--- src/rtl/game_pkg.sv ---
// rtl/game_pkg.sv - shared geometry constants and collision FSM encoding
package game_pkg;

    localparam int POS_W = 19;
    localparam int X_W   = 10;
    localparam int Y_W   = 9;
    // Box sizes travel on 7-bit buses; the largest default size is 36 px
    localparam int SZ_W  = 7;

    localparam int DEF_ENEMY_W  = 36;
    localparam int DEF_ENEMY_H  = 24;
    localparam int DEF_PLAYER_W = 24;
    localparam int DEF_PLAYER_H = 36;
    localparam int DEF_BULLET_W = 4;
    localparam int DEF_BULLET_H = 16;
    localparam int DEF_PLAYER_Y = 372;

    // Off-screen parking spot for dead objects
    localparam logic [POS_W-1:0] NONE_POS = {10'd720, 9'd500};

    typedef enum logic [2:0] {
        IDLE,
        SCAN_PB_EB,
        SCAN_PB_EN,
        SCAN_EB_PL,
        PUBLISH
    } scanState_t;

    function automatic logic [X_W-1:0] posX(input logic [POS_W-1:0] pos);
        return pos[POS_W-1:Y_W];
    endfunction

    function automatic logic [Y_W-1:0] posY(input logic [POS_W-1:0] pos);
        return pos[Y_W-1:0];
    endfunction

endpackage

--- src/rtl/aabb_overlap.sv ---
// rtl/aabb_overlap.sv - strict axis-aligned box overlap test with widened sums
module aabb_overlap
    import game_pkg::*;
(
    input  logic [X_W-1:0]  aX,
    input  logic [Y_W-1:0]  aY,
    input  logic [SZ_W-1:0] aW,
    input  logic [SZ_W-1:0] aH,
    input  logic [X_W-1:0]  bX,
    input  logic [Y_W-1:0]  bY,
    input  logic [SZ_W-1:0] bW,
    input  logic [SZ_W-1:0] bH,
    output logic            overlap
);

    logic [X_W:0] aLeft, aRight, bLeft, bRight;
    logic [Y_W:0] aTop, aBot, bTop, bBot;

    // Edges carry one extra bit so x+w and y+h never wrap; touching edges do not collide
    always_comb begin
        aLeft   = {1'b0, aX};
        bLeft   = {1'b0, bX};
        aRight  = {1'b0, aX} + {{(X_W+1-SZ_W){1'b0}}, aW};
        bRight  = {1'b0, bX} + {{(X_W+1-SZ_W){1'b0}}, bW};
        aTop    = {1'b0, aY};
        bTop    = {1'b0, bY};
        aBot    = {1'b0, aY} + {{(Y_W+1-SZ_W){1'b0}}, aH};
        bBot    = {1'b0, bY} + {{(Y_W+1-SZ_W){1'b0}}, bH};
        overlap = (aLeft < bRight) && (bLeft < aRight) && (aTop < bBot) && (bTop < aBot);
    end

endmodule

--- src/rtl/collision_engine.sv ---
// rtl/collision_engine.sv - time-multiplexed per-frame collision scan with lives and kill tracking
module collision_engine
    import game_pkg::*;
#(
    parameter int N_ENEMY      = 3,
    parameter int N_EBULLET    = 3,
    parameter int N_PBULLET    = 3,
    parameter int ENEMY_W      = DEF_ENEMY_W,
    parameter int ENEMY_H      = DEF_ENEMY_H,
    parameter int PLAYER_W     = DEF_PLAYER_W,
    parameter int PLAYER_H     = DEF_PLAYER_H,
    parameter int BULLET_W     = DEF_BULLET_W,
    parameter int BULLET_H     = DEF_BULLET_H,
    parameter int PLAYER_Y     = DEF_PLAYER_Y,
    parameter int PLAYER_LIVES = 3,
    parameter int LIVES_W      = 2
) (
    input  logic                       i_Clk,
    input  logic                       i_Rst,
    input  logic                       i_Start,
    input  logic                       i_LivesReload,
    input  logic [N_ENEMY-1:0]         i_EnemyAlive,
    input  logic [POS_W*N_ENEMY-1:0]   i_EnemyPos,
    input  logic [N_EBULLET-1:0]       i_EBulletAlive,
    input  logic [POS_W*N_EBULLET-1:0] i_EBulletPos,
    input  logic [N_PBULLET-1:0]       i_PBulletAlive,
    input  logic [POS_W*N_PBULLET-1:0] i_PBulletPos,
    input  logic [X_W-1:0]             i_PlayerX,
    output logic                       o_Busy,
    output logic                       o_Done,
    output logic [N_ENEMY-1:0]         o_EnemyHit,
    output logic [N_EBULLET-1:0]       o_EBulletHit,
    output logic [N_PBULLET-1:0]       o_PBulletHit,
    output logic                       o_PlayerHit,
    output logic [LIVES_W-1:0]         o_Lives,
    output logic                       o_GameOver,
    output logic [7:0]                 o_KillCount
);

    localparam int MAX_A     = (N_ENEMY > N_EBULLET) ? N_ENEMY : N_EBULLET;
    localparam int MAX_SLOTS = (MAX_A > N_PBULLET) ? MAX_A : N_PBULLET;
    localparam int IDX_W     = $clog2(MAX_SLOTS + 1);

    localparam logic [IDX_W-1:0]   PB_LAST   = IDX_W'(N_PBULLET - 1);
    localparam logic [IDX_W-1:0]   EB_LAST   = IDX_W'(N_EBULLET - 1);
    localparam logic [IDX_W-1:0]   EN_LAST   = IDX_W'(N_ENEMY - 1);
    localparam logic [SZ_W-1:0]    EN_W_S    = SZ_W'(ENEMY_W);
    localparam logic [SZ_W-1:0]    EN_H_S    = SZ_W'(ENEMY_H);
    localparam logic [SZ_W-1:0]    PL_W_S    = SZ_W'(PLAYER_W);
    localparam logic [SZ_W-1:0]    PL_H_S    = SZ_W'(PLAYER_H);
    localparam logic [SZ_W-1:0]    BU_W_S    = SZ_W'(BULLET_W);
    localparam logic [SZ_W-1:0]    BU_H_S    = SZ_W'(BULLET_H);
    localparam logic [Y_W-1:0]     PL_Y      = Y_W'(PLAYER_Y);
    localparam logic [LIVES_W-1:0] LIVES_MAX = LIVES_W'(PLAYER_LIVES);

    scanState_t state, stateNext;
    logic [IDX_W-1:0] outerIdx, innerIdx;

    logic [POS_W-1:0]     enPos [N_ENEMY];
    logic [POS_W-1:0]     ebPos [N_EBULLET];
    logic [POS_W-1:0]     pbPos [N_PBULLET];
    logic [N_ENEMY-1:0]   enAlive, enAcc;
    logic [N_EBULLET-1:0] ebAlive, ebAcc;
    logic [N_PBULLET-1:0] pbAlive, pbAcc;
    logic [X_W-1:0]       snapPlayerX;
    logic                 snapPlAlive, plAcc;

    logic [POS_W-1:0] aPos, bPos;
    logic [SZ_W-1:0]  aW, aH, bW, bH;
    logic             pairValid, pairOverlap, pairHit;
    logic [8:0]       killSum;

    assign o_Busy     = (state != IDLE);
    assign o_GameOver = (o_Lives == '0);
    assign pairHit    = pairValid & pairOverlap;

    // State register; reset aborts any scan in flight
    always_ff @(posedge i_Clk or negedge i_Rst) begin
        if (!i_Rst) state <= IDLE;
        else        state <= stateNext;
    end

    // Phase sequencing: each scan phase ends on its last pair
    always_comb begin
        stateNext = state;
        case (state)
            IDLE:       if (i_Start) stateNext = SCAN_PB_EB;
            SCAN_PB_EB: if (outerIdx == PB_LAST && innerIdx == EB_LAST) stateNext = SCAN_PB_EN;
            SCAN_PB_EN: if (outerIdx == PB_LAST && innerIdx == EN_LAST) stateNext = SCAN_EB_PL;
            SCAN_EB_PL: if (innerIdx == EB_LAST) stateNext = PUBLISH;
            PUBLISH:    stateNext = IDLE;
            default:    stateNext = IDLE;
        endcase
    end

    // Pair indices: pb is the outer loop, the other object the inner loop
    always_ff @(posedge i_Clk or negedge i_Rst) begin
        if (!i_Rst) begin
            outerIdx <= '0;
            innerIdx <= '0;
        end else begin
            case (state)
                SCAN_PB_EB, SCAN_PB_EN: begin
                    if (innerIdx == ((state == SCAN_PB_EB) ? EB_LAST : EN_LAST)) begin
                        innerIdx <= '0;
                        outerIdx <= (outerIdx == PB_LAST) ? '0 : outerIdx + IDX_W'(1);
                    end else begin
                        innerIdx <= innerIdx + IDX_W'(1);
                    end
                end
                SCAN_EB_PL: innerIdx <= (innerIdx == EB_LAST) ? '0 : innerIdx + IDX_W'(1);
                default: begin
                    outerIdx <= '0;
                    innerIdx <= '0;
                end
            endcase
        end
    end

    // Steer the current pair and its box sizes into the single comparator
    always_comb begin
        aPos      = NONE_POS;
        bPos      = NONE_POS;
        aW        = BU_W_S;
        aH        = BU_H_S;
        bW        = BU_W_S;
        bH        = BU_H_S;
        pairValid = 1'b0;
        case (state)
            SCAN_PB_EB: begin
                aPos      = pbPos[outerIdx];
                bPos      = ebPos[innerIdx];
                pairValid = pbAlive[outerIdx] & ebAlive[innerIdx];
            end
            SCAN_PB_EN: begin
                aPos      = pbPos[outerIdx];
                bPos      = enPos[innerIdx];
                bW        = EN_W_S;
                bH        = EN_H_S;
                pairValid = pbAlive[outerIdx] & enAlive[innerIdx];
            end
            SCAN_EB_PL: begin
                aPos      = ebPos[innerIdx];
                bPos      = {snapPlayerX, PL_Y};
                bW        = PL_W_S;
                bH        = PL_H_S;
                pairValid = ebAlive[innerIdx] & snapPlAlive;
            end
            default: ;
        endcase
    end

    aabb_overlap u_aabb (
        .aX      (posX(aPos)),
        .aY      (posY(aPos)),
        .aW      (aW),
        .aH      (aH),
        .bX      (posX(bPos)),
        .bY      (posY(bPos)),
        .bW      (bW),
        .bH      (bH),
        .overlap (pairOverlap)
    );

    // Snapshot the world on start, then accumulate hits pair by pair
    always_ff @(posedge i_Clk or negedge i_Rst) begin
        if (!i_Rst) begin
            for (int k = 0; k < N_ENEMY; k++)   enPos[k] <= NONE_POS;
            for (int k = 0; k < N_EBULLET; k++) ebPos[k] <= NONE_POS;
            for (int k = 0; k < N_PBULLET; k++) pbPos[k] <= NONE_POS;
            enAlive     <= '0;
            ebAlive     <= '0;
            pbAlive     <= '0;
            snapPlayerX <= '0;
            snapPlAlive <= 1'b0;
            enAcc       <= '0;
            ebAcc       <= '0;
            pbAcc       <= '0;
            plAcc       <= 1'b0;
        end else if (state == IDLE && i_Start) begin
            for (int k = 0; k < N_ENEMY; k++)   enPos[k] <= i_EnemyPos[k*POS_W +: POS_W];
            for (int k = 0; k < N_EBULLET; k++) ebPos[k] <= i_EBulletPos[k*POS_W +: POS_W];
            for (int k = 0; k < N_PBULLET; k++) pbPos[k] <= i_PBulletPos[k*POS_W +: POS_W];
            enAlive     <= i_EnemyAlive;
            ebAlive     <= i_EBulletAlive;
            pbAlive     <= i_PBulletAlive;
            snapPlayerX <= i_PlayerX;
            // A simultaneous reload means the scan sees a living player
            snapPlAlive <= i_LivesReload ? (LIVES_MAX != '0) : (o_Lives != '0);
            enAcc       <= '0;
            ebAcc       <= '0;
            pbAcc       <= '0;
            plAcc       <= 1'b0;
        end else if (pairHit) begin
            case (state)
                SCAN_PB_EB: begin
                    pbAcc[outerIdx] <= 1'b1;
                    ebAcc[innerIdx] <= 1'b1;
                end
                SCAN_PB_EN: begin
                    pbAcc[outerIdx] <= 1'b1;
                    enAcc[innerIdx] <= 1'b1;
                end
                SCAN_EB_PL: begin
                    ebAcc[innerIdx] <= 1'b1;
                    plAcc           <= 1'b1;
                end
                default: ;
            endcase
        end
    end

    // Kill count plus this scan's enemy hits, before saturation
    always_comb begin
        killSum = {1'b0, o_KillCount};
        for (int k = 0; k < N_ENEMY; k++) killSum = killSum + {8'd0, enAcc[k]};
    end

    // Publish results, count kills and take at most one life per scan
    always_ff @(posedge i_Clk or negedge i_Rst) begin
        if (!i_Rst) begin
            o_Done       <= 1'b0;
            o_EnemyHit   <= '0;
            o_EBulletHit <= '0;
            o_PBulletHit <= '0;
            o_PlayerHit  <= 1'b0;
            o_Lives      <= LIVES_MAX;
            o_KillCount  <= '0;
        end else begin
            o_Done <= (state == PUBLISH);
            if (state == IDLE && i_LivesReload) begin
                o_Lives     <= LIVES_MAX;
                o_KillCount <= '0;
            end
            if (state == PUBLISH) begin
                o_EnemyHit   <= enAcc;
                o_EBulletHit <= ebAcc;
                o_PBulletHit <= pbAcc;
                o_PlayerHit  <= plAcc;
                if (plAcc && o_Lives != '0) o_Lives <= o_Lives - LIVES_W'(1);
                o_KillCount  <= (killSum > 9'd255) ? 8'hFF : killSum[7:0];
            end
        end
    end

endmodule

--- config.mk ---
export PLATFORM = sky130hd
export DESIGN_NAME = collision_engine
export DESIGN_NICKNAME = d
export VERILOG_FILES = /design/src/rtl/game_pkg.sv /design/src/rtl/aabb_overlap.sv /design/src/rtl/collision_engine.sv
export SDC_FILE = /design/constraint.sdc
export NUM_CORES = 1
export LEC_CHECK = 0
export ABC_AREA = 1
export CAP_MARGIN = 20
export CORE_AREA = 2 2 153 155
export CTS_BUF_LIST = sky130_fd_sc_hd__clkbuf_8 sky130_fd_sc_hd__clkbuf_16
export DETAILED_ROUTE_END_ITERATION = 6
export DIE_AREA = 0 0 155 157
export DONT_BUFFER_PORTS = 1
export PLACE_DENSITY_LB_ADDON = 0.25
export SLEW_MARGIN = 20
export SYNTH_ARGS = -nofsm -noshare
export SYNTH_HDL_FRONTEND = slang
export SYNTH_SLANG_ARGS = --single-unit
export TNS_END_PERCENT = 100
--- constraint.sdc ---
create_clock -name i_Clk -period 4.8 [get_ports i_Clk]
set_clock_uncertainty 0.05 [all_clocks]
set_input_delay 0.72 -clock i_Clk [delete_from_list [all_inputs] [get_ports i_Clk]]
set_output_delay 0.72 -clock i_Clk [all_outputs]
set_load 0.05 [all_outputs]
==> results.ini <==
[outcome]
outcome=completed

[route]
route.detailed.drc=0
wl_um=35360
vias=10440
wl_per_cell_um=18.59
via_per_inst=5.488
antenna_left=0
drtIter0Drc=867
drtPass1Iterations=6

[clock_network]
clk_pin_slew_worst_paths_ns=0.06
clk_latency_ns=0.55
ctsResizeCount=0
cts_buffers=24
clkSinkCount=229
clock_tree.root_cell=clkbuf_16
cts_tree=done
clk_path_buf_depth=3
htreeDepth=1

[critical_path]
cp-start-kind=register
critical_path_required_ns=5.19
r2r-end=enAcc[0]
cp.arrival_ns=4.68
crit_start=innerIdx[1]
cp-end-kind=register
r2r_start=innerIdx[1]
crit_type=register to register
r2r_slack_ns=0.51
worst-r2r-cell-count=22
critPathMaxFanout=17

[logic_synthesis]
yosysTopAreaCell=dfrtp_1
ys_seq_area_frac=0.4780
netlist_top_cells_area=dfrtp_1 (28%), nand2_1 (27%), dfstp_2 (20%)
synth_edf_count=0
ys_types=41
netlist_instances=1621
synth_ff_type=dfrtp_1
synth.most_common_cell=nand2_1
synth_common_cells=nand2_1 (883), dfrtp_1 (137), nand3_1 (94)
synth_top_area_frac=0.2803
async_flop_share=1.000
avgSynthCellArea_um2=7.545
syn_area_mm2=0.01223
ys_warn_count=0
ys_ff_latch=229
syn_nets=1864

[sta]
fmax_mhz=233.0
period_minus_slack_ns=4.292
hold_slack_ns=0.1160
fin_crit_sh=0.8942
slew_viol_final=0
timing.slew.headroom=0.3733
worst_slew_pin_slew_ns=0.9400
setup_violations=0
rsz0062_at_grt=no
tns_ns=0
hold_viol_final=0

[finish]
n_fill_cell=2082
drive_above_1_share=0.1212
syn2layout_area_growth_pct=9.360
fin_cells=1902
finalInstanceArea_mm2=0.01338
num-nets-final=1842
insertedDiodeCount=0

[place]
dp.cells=1855
dpl_cell_area_mm2=0.01244
post-dp-hpwl_um=25960
place.gp.congestion=0.9747
io_buffers=0

[power_and_ir_drop]
p_leak_uw=0.006837
p_per_area_mw_per_mm2=885.8
ir_drop_mv=0.4583

[die]
ios=217
dieArea_mm2=0.02434
die_h_um=157
start_util=0.5435
core_area_mm2=0.02250
rows=55
die_w_um=155

[global_routing]
grt_busiest_layer=met2
grtUsageTotal=0.2928
grt_pass1_wl_um=54940
gr-total-overflow=0
antenna_found_initial=0
met3_usage=0.06057
grt_pass1_vias=10030
grt_max_degree=209
grtUsageMet1=0.4035
grtUsageMet2=0.4590

[job]
maxCapViolCount=0

[hold_path]
hold_path.class=primary input to asynchronous set/reset pin

## critical path, cell delays in order, from the launching register on
cell and delay [ns]:
dfrtp_1 0.51, nor2_4 0.50, nand2_1 0.12, nand3_1 0.14
nand2_1 0.07, nand3_1 0.12, ha_1 0.17, inv_1 0.05
fa_1 0.40, o21ai_0 0.42, xnor2_1 0.14, ha_1 0.30
nand2_1 0.08, nor2_1 0.05, a211oi_1 0.18, inv_1 0.06
a21oi_1 0.12, nor2_1 0.06, nor2_2 0.08, nand3_2 0.08
nor2_4 0.22, nand4_1 0.11, a21oi_1 0.16
## flip-flops by register name, indices dropped and copies added, names as in the netlist, 8 cells and up
| name | count |
|---|---|
| ebPos | 57 |
| enPos | 57 |
| pbPos | 57 |
| snapPlayerX | 10 |
| o_KillCount | 8 |
## per-stage QoR
| step | worst slack (ns) | total power, µW | util |
|---|---|---|---|
| after floorplan | 0.8304 | 8076 | - |
| after global placement | 0.7228 | 9674 | 0.5529 |
| after detailed placement | 0.6079 | 9756 | 0.5529 |
| after CTS | 0.5627 | 11850 | 0.5944 |
| after global routing | 0.1264 | 12870 | 0.5944 |
| final | 0.5077 | 11850 | 0.5944 |
## cells in the final DEF (no fill, tap or decap), types with 3 or more instances in the layout
master,synthesis,layout
clkbuf_8,0,6
nor2_2,10,9
nand2_1,883,883
nand3_1,94,94
a211oi_1,3,3
nand4_1,18,18
buf_4,5,18
fa_1,4,4
o21ai_0,37,37
xor2_1,15,15
nor2_1,34,33
inv_1,65,73
dfrtp_1,137,137
a22oi_1,6,6
dfstp_2,92,92
clkinv_1,4,3
nand2_2,4,4
bufinv_16,0,4
a21oi_1,36,36
a22o_1,4,4
o22ai_1,3,3
inv_2,12,12
nor2_4,5,7
ha_1,45,45
clkbuf_16,0,24
nand3_2,10,10
xnor2_1,6,6
nor3_1,7,7
## where the power goes
part | total (µW) | internal, µW | leakage (µW) | switching [µW]
sequential | 3930 | 3070 | 0.00269 | 856
clock | 2000 | 1220 | 0.000453 | 777
combinational | 5920 | 2010 | 0.00369 | 3910
total | 11800 | 6310 | 0.00684 | 5540
## final cells by class
cell class                 instances  area (µm²)  area share
clock buffer                      30       683.2     0.05108
sequential                       229        5846      0.4370
multi-input combinational       1240        5758      0.4305
inverter                          81       306.5     0.02292
tap                              285       356.6     0.02666
clock inverter                    14       185.2     0.01384
timing repair buffer              23       240.2     0.01796
## what timing repair did
action / 4_1_cts / 5_1_grt
buffers inserted: 0 / 0
hold buffers: 3 / 0
hold endpoints to repair: 137 / 0
## how the worst max path moves through the flow
| stage | end | slack, ns |
|---|---|---|
| after floorplan | enAcc[0] | 0.83 |
| after global placement | enAcc[1] | 0.72 |
| after detailed placement | enAcc[0] | 0.61 |
| after CTS | enAcc[0] | 0.56 |
| after global routing | ebAcc[0] | 0.13 |
| final | enAcc[0] | 0.51 |
## layer usage
metal | up-vias | wire, µm | part of all wire
met3 | 74 | 2512 | 0.071
met5 | - | 0 | 0
met1 | 4908 | 15470 | 0.44
met4 | 0 | 1385 | 0.039
met2 | 399 | 15990 | 0.45
li1 | 5057 | - | -
## logic make-up (layout without fill, tap and decap cells)
family	count (synthesis)	in the layout	synth area share
AOI/OAI and AO/OA	101	101	0.04716
buffers and inverters	152	148	0.05228
DFF	229	229	0.4780
xor gates and xnor gates	21	21	0.01504
and+or+nand+nor	1069	1069	0.3550
adders and majority gates	49	49	0.05258
Power figures use the tool's default switching activity.
